File: config.mk
export PLATFORM = sky130hd
export DESIGN_NAME = alu_arbiter
export DESIGN_NICKNAME = d
export VERILOG_FILES = /design/src/rtl/alu_arbiter.sv
export SDC_FILE = /design/constraint.sdc
export NUM_CORES = 1
export LEC_CHECK = 0
export ABC_CLOCK_PERIOD_IN_PS = 5900
export CAP_MARGIN = 20
export CORE_ASPECT_RATIO = 1.75
export CORE_MARGIN = 2
export CORE_UTILIZATION = 23
export CTS_CLUSTER_DIAMETER = 150
export DETAILED_ROUTE_END_ITERATION = 6
export PLACE_DENSITY = 0.46
export RECOVER_POWER = 50
export SETUP_SLACK_MARGIN = 0.3
export SLEW_MARGIN = 10
export SYNTH_ARGS = -nofsm -noshare
export SYNTH_HDL_FRONTEND = slang
export SYNTH_SLANG_ARGS = --single-unit
File: constraint.sdc
create_clock -name clk -period 5.9 [get_ports clk]
set_clock_uncertainty 0.1 [all_clocks]
set_input_delay 1.18 -clock clk [delete_from_list [all_inputs] [get_ports clk]]
set_output_delay 1.18 -clock clk [all_outputs]
set_load 0.02 [all_outputs]
File: src/rtl/alu_arbiter.sv
// Round-robin arbiter that shares one combinational ALU between two requesters.
// Accept -> EXEC (ALU settles) -> RESP (one-cycle result pulse), one op per three cycles.
module alu_arbiter #(
   parameter int unsigned WORD_WIDTH = 16
) (
   input  logic                  clk,
   input  logic                  reset,
   input  logic                  req0_valid,
   input  logic [2:0]            req0_op,
   input  logic [WORD_WIDTH-1:0] req0_a,
   input  logic [WORD_WIDTH-1:0] req0_b,
   output logic                  req0_ready,
   input  logic                  req1_valid,
   input  logic [2:0]            req1_op,
   input  logic [WORD_WIDTH-1:0] req1_a,
   input  logic [WORD_WIDTH-1:0] req1_b,
   output logic                  req1_ready,
   output logic                  rsp0_valid,
   output logic                  rsp1_valid,
   output logic [WORD_WIDTH-1:0] rsp_data,
   output logic [2:0]            alu_op,
   output logic [WORD_WIDTH-1:0] alu_in1,
   output logic [WORD_WIDTH-1:0] alu_in2,
   input  logic [WORD_WIDTH-1:0] alu_out,
   output logic                  busy
);

   typedef enum logic [1:0] {IDLE, EXEC, RESP} state_t;

   state_t state;
   logic   last;
   logic   owner;

   // On a tie the requester that did not win last time gets the grant.
   always_comb begin
      req0_ready = 1'b0;
      req1_ready = 1'b0;
      if (state == IDLE && !reset) begin
         if (req0_valid && (!req1_valid || last)) begin
            req0_ready = 1'b1;
         end else if (req1_valid) begin
            req1_ready = 1'b1;
         end
      end
   end

   always_ff @(posedge clk or posedge reset) begin
      if (reset) begin
         state      <= IDLE;
         last       <= 1'b1;
         owner      <= 1'b0;
         alu_op     <= '0;
         alu_in1    <= '0;
         alu_in2    <= '0;
         rsp_data   <= '0;
         rsp0_valid <= 1'b0;
         rsp1_valid <= 1'b0;
         busy       <= 1'b0;
      end else begin
         case (state)
            IDLE: begin
               if (req0_ready || req1_ready) begin
                  owner   <= req1_ready;
                  last    <= req1_ready;
                  alu_op  <= req1_ready ? req1_op : req0_op;
                  alu_in1 <= req1_ready ? req1_a  : req0_a;
                  alu_in2 <= req1_ready ? req1_b  : req0_b;
                  busy    <= 1'b1;
                  state   <= EXEC;
               end
            end
            EXEC: begin
               rsp_data   <= alu_out;
               rsp0_valid <= ~owner;
               rsp1_valid <= owner;
               state      <= RESP;
            end
            RESP: begin
               rsp0_valid <= 1'b0;
               rsp1_valid <= 1'b0;
               busy       <= 1'b0;
               state      <= IDLE;
            end
            default: begin
               state <= IDLE;
            end
         endcase
      end
   end

endmodule

Word-level counts from Yosys, hierarchy flattened
Cells that the tools add are included.
{ "op_classes": {"n_mux": 14, "n_bitwise": 1, "eq_ne": 3, "reduce_logical": 11} }
{ "ops": {"columns": ["op", "n"], "rows": [
  ["two-way mux 16 bit", 2],
  ["two-way mux 1 bit", 6],
  ["one-hot mux 1 bit (2 select lines)", 3],
  ["one-hot mux 2 bit (2 select lines)", 1],
  ["AND reduction 2 bit", 2],
  ["nonzero test 2 bit", 2],
  ["two-way mux 3 bit", 1],
  ["== test 2 x 1 -> 1 bit (second input constant)", 1],
  ["== test 2 bit (second input constant)", 1],
  ["logical AND 1 bit", 2],
  ["zero test 1 bit", 2],
  ["zero test 2 bit", 1],
  ["logical OR 1 bit", 2],
  ["two-way mux 2 bit", 1],
  ["!= test 2 x 1 -> 1 bit (second input constant)", 1],
  ["inverter 1 bit", 1]
]} }
{ "totals": {"reg_bits": 58, "in_bits": 90, "wordCells": 39} }

Depth between registers and ports, before layout
Gate-level depths: netlist (run 1).
{ "logic_depth": {"ltp_word": 8, "mapped_depth": 8, "depth_no_buf": 6} }

Least setup slack after synthesis (run 1)
OpenSTA, ideal clock, no wires.
{ "synth_path": {"path_type": "in2out", "startpoint": "input reset", "endpoint": "output req0_ready", "path_stages": 5, "path_slack_ps": 2585, "path_buffers": 2, "t_arrival_ps": 2035, "required_ps": 4620, "cell_sequence": "nor2b_4 buf_6 clkbuf_1 nand2_1 a21oi_1"} }
{ "synth_between": {"elab_chain_cells": 3} }
{ "synth_rtl": {"columns": ["item", "line", "rtl"], "rows": [
  ["from (decl)", "7", "input logic reset,"],
  ["zero test 1 bit (no line)", null, null],
  ["logical AND 1 bit", "38", "if (state == IDLE && !reset) begin"],
  ["two-way mux 1 bit", "38", null],
  ["to (decl)", "12", "output logic req0_ready,"]
]} }
No other way between the ends.

Worst setup path after layout (run 1)
{ "layout_path": {"startpoint": "input reset", "endpoint": "output req1_ready"} }
{ "layout_between": {"elab_chain_cells": 3} }
{ "layout_rtl": {"columns": ["item", "line", "rtl"], "rows": [
  ["zero test 1 bit (no line)", null, null],
  ["logical AND 1 bit", "38", null],
  ["two-way mux 1 bit", "38", null],
  ["to (decl)", "17", "output logic req1_ready,"]
]} }
No other way between the ends.

==> flow_metrics.tcl, run 1 <==
set metrics [dict create \
    dr.max_layer_used "met4" \
    avgRoutedWirePerCell_um 19.0 \
    fmax_mhz 203 \
    setup_tns_ns 0 \
    regArea_um2 1450 \
    finalWirelength_mm 10.4 \
    crit_fanout 38 \
    drv_slew 35 \
    syn_area_um2 3000 \
    insertedDiodeCount 0 \
    synth_area_leaders "dfrtp_1 47%, a221o_1 12%, nor3b_1 8.7%" \
    htreeDepth 3 \
    post_cts_buffers 0 \
    met1Wirelength_mm 4.10 \
    peakVddDrop_v 0.000145 \
    met3_length_um 506 \
    antenna_left 0 \
    slew_headroom_pct -28.1 \
    post-route-cell-area_um2 4810 \
    postCtsResizedCells 0 \
    worstPathRequired_ns 4.62 \
    critPathBufInv 4 \
    rsz0062_at_grt "false" \
    outcome "complete, but fails checks" \
    drc 0 \
    p_leak_nw 1.90 \
    cts-root-buf "clkbuf_16" \
    dr_wl_met2_mm 5.58 \
    vias 2591 \
    start_util_pct 23.3 \
    async_reset_ff_share_pct 100 \
    final_common_cell "clkdlybuf4s50_1" \
    dp_hpwl_mm 7.26 \
    syn_inst 236 \
    drive_above_1_share_pct 13.9 \
    hold_path.class "reg -> reg" \
    num_io_pins 146 \
    cts_tree "done" \
    path_clk_slew_ns 0.05 \
    synthFlopType "dfrtp_1" \
    synthDistinctLibCells 27 \
    die_w_um 90.4 \
    ys_seq_elements 58 \
    antenna_found_initial 0 \
    power_w 0.00242 \
    period_share_pct 83.4 \
    grt_pass1_vias 2788 \
    drtPass1Iterations 5 \
    drv_cap 1 \
    synth_warnings 0 \
    avgSynthCellArea_um2 12.7 \
    die-area_um2 14000 \
    multi_input_area_um2 1340 \
    slowest_stage "clkdlybuf4s50_1" \
    setup_viol 0 \
    min_period_ns 4.92 \
    grt_max_degree 40 \
    die_h_um 155 \
    port_buffers 145 \
    grt_pass1_wl_mm 16.1 \
    fillers 1320 \
    viasPerCell 4.75 \
    row_count 55 \
    max_stage_delay_ns 0.64 \
    power_density_nw_per_um2 503 \
    areaGrowthSynthToFinish_pct 60.0 \
    final_nets 465 \
    core-area_um2 12900 \
    path_class "in -> out" \
    worst_pin_slew_ns 1.92 \
    place_congestion 0.718 \
    grt_overflow 0 \
    numCtsBuffers 9 \
    end_kind "output pin" \
    syn_nets 331 \
    placed_area_um2 4510 \
    failed_checks "max-capacitance violations, max-slew violations" \
    synth_top_area_cell "dfrtp_1" \
    drtIter0Drc 98 \
    cp_top_family "buffers and inverters" \
    synth_top_area_share_pct 47.5 \
    instances_no_fill 546 \
    clock-sinks 58 \
    final_cell_mix "134 x clkdlybuf4s50_1, 57 x dfrtp_1, 35 x nor3b_1, 35 x a221o_1, 28 x and4_1" \
    dpl.cell_count 529 \
    clkLatencyLatePin_ns 0.33 \
    path_cells "dlygate4sd3_1, nor2b_4, buf_4, nand3_4, inv_1, clkdlybuf4s50_1" \
    synth_edf_count 0 \
    hold_viol_final 0 \
    track_usage_pct 15.2 \
    startpoint_type "primary input" \
    cts_hold_buf 0 \
    clock_path_buffers 2 \
    seq_area_frac_synth_pct 48.4 \
    crit_arrival_ns 3.64 \
]
-- registers in the layout, indices dropped and copies added (netlist names), 2 cells and up --
register / cells
alu_in2: 16
alu_in1: 16
alu_op: 3
rsp_data: 16
state: 2
-- kinds of logic (layout without fill, tap and decap cells) --
logic type / after synthesis / count (layout) / share of synthesized area (%)
simple gates: 78 / 78 / 21.8
flops: 58 / 58 / 48.4
compound gates: 42 / 42 / 13.2
buf+inv: 34 / 173 / 7.41
mux: 19 / 19 / 7.12
fa+ha+maj: 5 / 5 / 2.08
-- synthesized netlist by cell type (4+ instances only) --
library cell / instances
buf_2: 4
ha_1: 5
clkbuf_1: 8
mux2_2: 19
buf_6: 9
and4_2: 5
a221o_1: 35
buf_4: 6
inv_1: 7
dfrtp_1: 57
nor3b_1: 35
and4_1: 28
-- final cells by class --
class	instances	area share, %
inverters	7	0.547
flip-flops and latches	58	30.2
multi-input cells	144	27.8
clock buffers	10	4.97
repair buffers	150	31.3
clock inverters	6	0.677
well taps	171	4.45
-- metal layers --
| metal | vias up | global-route usage, % |
|---|---|---|
| met4 | 0 | 5.71 |
| met2 | 104 | 27.6 |
| met5 | - | 0 |
| met1 | 1272 | 17.0 |
| met3 | 12 | 3.97 |
| li1 | 1203 | - |
-- per-stage QoR --
step	util (%)	setup WS, ns	hold slack (ns)
after floorplan	-	2.58	0.373
after global routing	37.3	0.847	0.410
after detailed placement	35.1	1.07	0.395
after CTS	37.2	1.06	0.406
final	37.3	0.979	0.395
after global placement	35.1	1.13	0.388
-- worst paths after layout --
path                                               from  cells past startpoint                 endpoint  slack, ns
max in group asynchronous                         reset                      3   alu_in2[7]$_DFFE_PP0P_       1.83
worst max-delay path                              reset                      6               req1_ready       0.98
worst min-delay path            rsp_data[3]$_DFFE_PP0N_                      1  rsp_data[3]$_DFFE_PP0N_       0.39
worst max register to register     state[0]$_DFFE_PP0P_                      6   alu_in2[5]$_DFFE_PP0P_       3.53
min in group asynchronous                         reset                      2  alu_in1[13]$_DFFE_PP0P_       1.54
worst min register to register  rsp_data[3]$_DFFE_PP0N_                      1  rsp_data[3]$_DFFE_PP0N_       0.39
-- report_power, final --
| group | internal, W | switching (W) | total (W) |
|---|---|---|---|
| logic | 0.000627 | 0.000587 | 0.00121 |
| clock network | 0.000291 | 0.000184 | 0.000475 |
| registers | 0.000606 | 0.000122 | 0.000729 |
| total | 0.00152 | 0.000894 | 0.00242 |
-- worst register-to-register path: cells and delay by family (launching register included) --
family	cells	cell delay (ns)
AOI/OAI and AO/OA	1	0.46
and+or+nand+nor	2	0.62
buffers and inverters	2	0.48
adders and majority gates	1	0.19
DFF	1	0.41
(Power assumes the default switching activity.)
==> run 2: changes to the inputs <==
--- a/config.mk
+++ b/config.mk
@@ -5,7 +5,7 @@
 export SDC_FILE = /design/constraint.sdc
 export NUM_CORES = 1
 export LEC_CHECK = 0
-export ABC_CLOCK_PERIOD_IN_PS = 5900
+export ABC_CLOCK_PERIOD_IN_PS = 4900
 export CAP_MARGIN = 20
 export CORE_ASPECT_RATIO = 1.75
 export CORE_MARGIN = 2
==> constraint.sdc (replaced) <==
create_clock -name clk -period 4.9 [get_ports clk]
set_clock_uncertainty 0.1 [all_clocks]
set_input_delay 0.98 -clock clk [delete_from_list [all_inputs] [get_ports clk]]
set_output_delay 0.98 -clock clk [all_outputs]
set_load 0.02 [all_outputs]
==> run 2 against run 1 <==
  * The flow still finishes with violations (max-capacitance violations, max-slew violations)
  * Sequential power up 19%
  * Die area unchanged
  * Total power is 20% higher
  * Largest power group unchanged
==> flow_metrics.tcl, run 2 (same netlist as run 1, synthesis figures left out) <==
set metrics [dict create \
    cp.depth 5 \
    cts_hold_buf 0 \
    switchingPower_w 0.00107 \
    areaGrowthSynthToFinish_pct 60.5 \
    setup_viol 0 \
    grt_pass1_vias 2683 \
    drv_cap 1 \
    track_usage_pct 15.0 \
    failed_checks "max-capacitance violations, max-slew violations" \
    rsz0062_at_grt "false" \
    numCtsBuffers 9 \
    fillers 1307 \
    slowest_stage "clkdlybuf4s50_1" \
    place_congestion 0.720 \
    worstPathRequired_ns 3.82 \
    die_h_um 155 \
    crit_arrival_ns 2.85 \
    reg2reg_from "state[0]$_DFFE_PP0P_" \
    htreeDepth 3 \
    startpoint "reset" \
    pwr-share-clk_pct 19.6 \
    die-area_um2 14000 \
    avgRoutedWirePerCell_um 19.1 \
    worst_pin_slew_ns 1.79 \
    drive_above_1_share_pct 14.1 \
    power_w 0.00291 \
    crit_fanout 18 \
    post_cts_buffers 0 \
    endpoint "req0_ready" \
    fmax_mhz 254 \
    drtPass1Iterations 4 \
    die_w_um 90.4 \
    rr_worst_depth 7 \
    switching_share_pct 36.9 \
    core-area_um2 12900 \
    post-route-cell-area_um2 4820 \
    drtIter0Drc 116 \
    port_buffers 145 \
    dp_hpwl_mm 7.15 \
    cts_tree "done" \
    cp_top_family "buffers and inverters" \
    holdWs_ns 0.395 \
    internal_power_w 0.00184 \
    peakVddDrop_v 0.000167 \
    clock_path_buffers 2 \
    clock-sinks 58 \
    insertedDiodeCount 0 \
    outcome "complete, but fails checks" \
    grt_overflow 0 \
    critPathBufInv 2 \
    cts-root-buf "clkbuf_16" \
    period_share_pct 80.3 \
    hold_path.class "reg -> reg" \
    grt_max_degree 39 \
    placed_area_um2 4530 \
    row_count 55 \
    clkLatencyLatePin_ns 0.32 \
    min_period_ns 3.93 \
    finalWirelength_mm 10.5 \
    final_nets 467 \
    setup_tns_ns 0 \
    r2r-end "alu_in1[1]$_DFFE_PP0P_" \
    vias 2590 \
    antenna_left 0 \
    max_stage_delay_ns 0.62 \
    slew_headroom_pct -19.7 \
    hold_viol_final 0 \
    end_kind "output pin" \
    reg2reg_setup_slack_ns 2.39 \
    viasPerCell 4.73 \
    antenna_found_initial 0 \
    num_io_pins 146 \
    final_cell_mix "134 x clkdlybuf4s50_1, 57 x dfrtp_1, 35 x nor3b_1, 35 x a221o_1, 28 x and4_1" \
    path_class "in -> out" \
    postCtsResizedCells 0 \
    startpoint_type "primary input" \
    start_util_pct 23.3 \
    path_cells "dlygate4sd3_1, nor2b_4, nand2_1, a21oi_1, clkdlybuf4s50_1" \
    pwr-share-comb_pct 50.6 \
    drv_slew 32 \
    path_clk_slew_ns 0.05 \
    final_common_cell "clkdlybuf4s50_1" \
    drc 0 \
    p_seq_share_pct 29.9 \
    power_density_nw_per_um2 604 \
    p_leak_nw 1.90 \
    grt_pass1_wl_mm 15.9 \
    reg_top3 "alu_in1 x16, alu_in2 x16, rsp_data x16" \
]
-- run 2: power by group through the flow --
stage          registers [W]  clock network, W  logic (W)
5_1_grt             0.000903          0.000607    0.00157
3_3_place_gp        0.000879                 0    0.00149
2_1_floorplan        0.00114                 0   0.000563
6_report            0.000871          0.000570    0.00147
4_1_cts             0.000875          0.000591    0.00150
3_5_place_dp        0.000875                 0    0.00150
-- run 2: worst min-delay path by stage --
stage / start / endpoint / slack [ns] / cells after the start
final: rsp_data[5]$_DFFE_PP0N_ / rsp_data[5]$_DFFE_PP0N_ / 0.39 / 1
after CTS: rsp_data[1]$_DFFE_PP0N_ / rsp_data[1]$_DFFE_PP0N_ / 0.41 / 1
after detailed placement: rsp_data[1]$_DFFE_PP0N_ / rsp_data[1]$_DFFE_PP0N_ / 0.39 / 1
after global routing: rsp_data[11]$_DFFE_PP0N_ / rsp_data[11]$_DFFE_PP0N_ / 0.42 / 1
after floorplan: owner$_DFFE_PP0P_ / owner$_DFFE_PP0P_ / 0.37 / 1
after global placement: rsp_data[4]$_DFFE_PP0N_ / rsp_data[4]$_DFFE_PP0N_ / 0.39 / 1
-- run 2: final cells by class --
type	count	area, µm²	share of cell area, %
well taps	171	214	4.44
clock inverters	5	30.0	0.623
flip-flops and latches	58	1450	30.1
inverters	7	26.3	0.545
repair buffers	152	1520	31.5
multi-input cells	144	1340	27.7
clock buffers	11	243	5.03
-- run 2: per-layer routing --
layer,part of all wire (%),GRT usage [%],up-vias,routed length (µm)
met5,0,0,-,0
li1,-,-,1197,-
met4,1.3,5.05,0,139
met3,4.5,3.73,8,472
met2,55,27.4,108,5730
met1,39,17.0,1277,4130
-- run 2: stage by stage --
| stage | utilization (%) | std cells | setup WS [ns] |
|---|---|---|---|
| final | 37.5 | 548 | 0.967 |
| after global routing | 37.5 | 548 | 0.461 |
| after CTS | 37.3 | 547 | 1.02 |
| after detailed placement | 35.2 | 531 | 1.02 |
| after global placement | 35.2 | 531 | 1.06 |
| after floorplan | - | 236 | 1.98 |
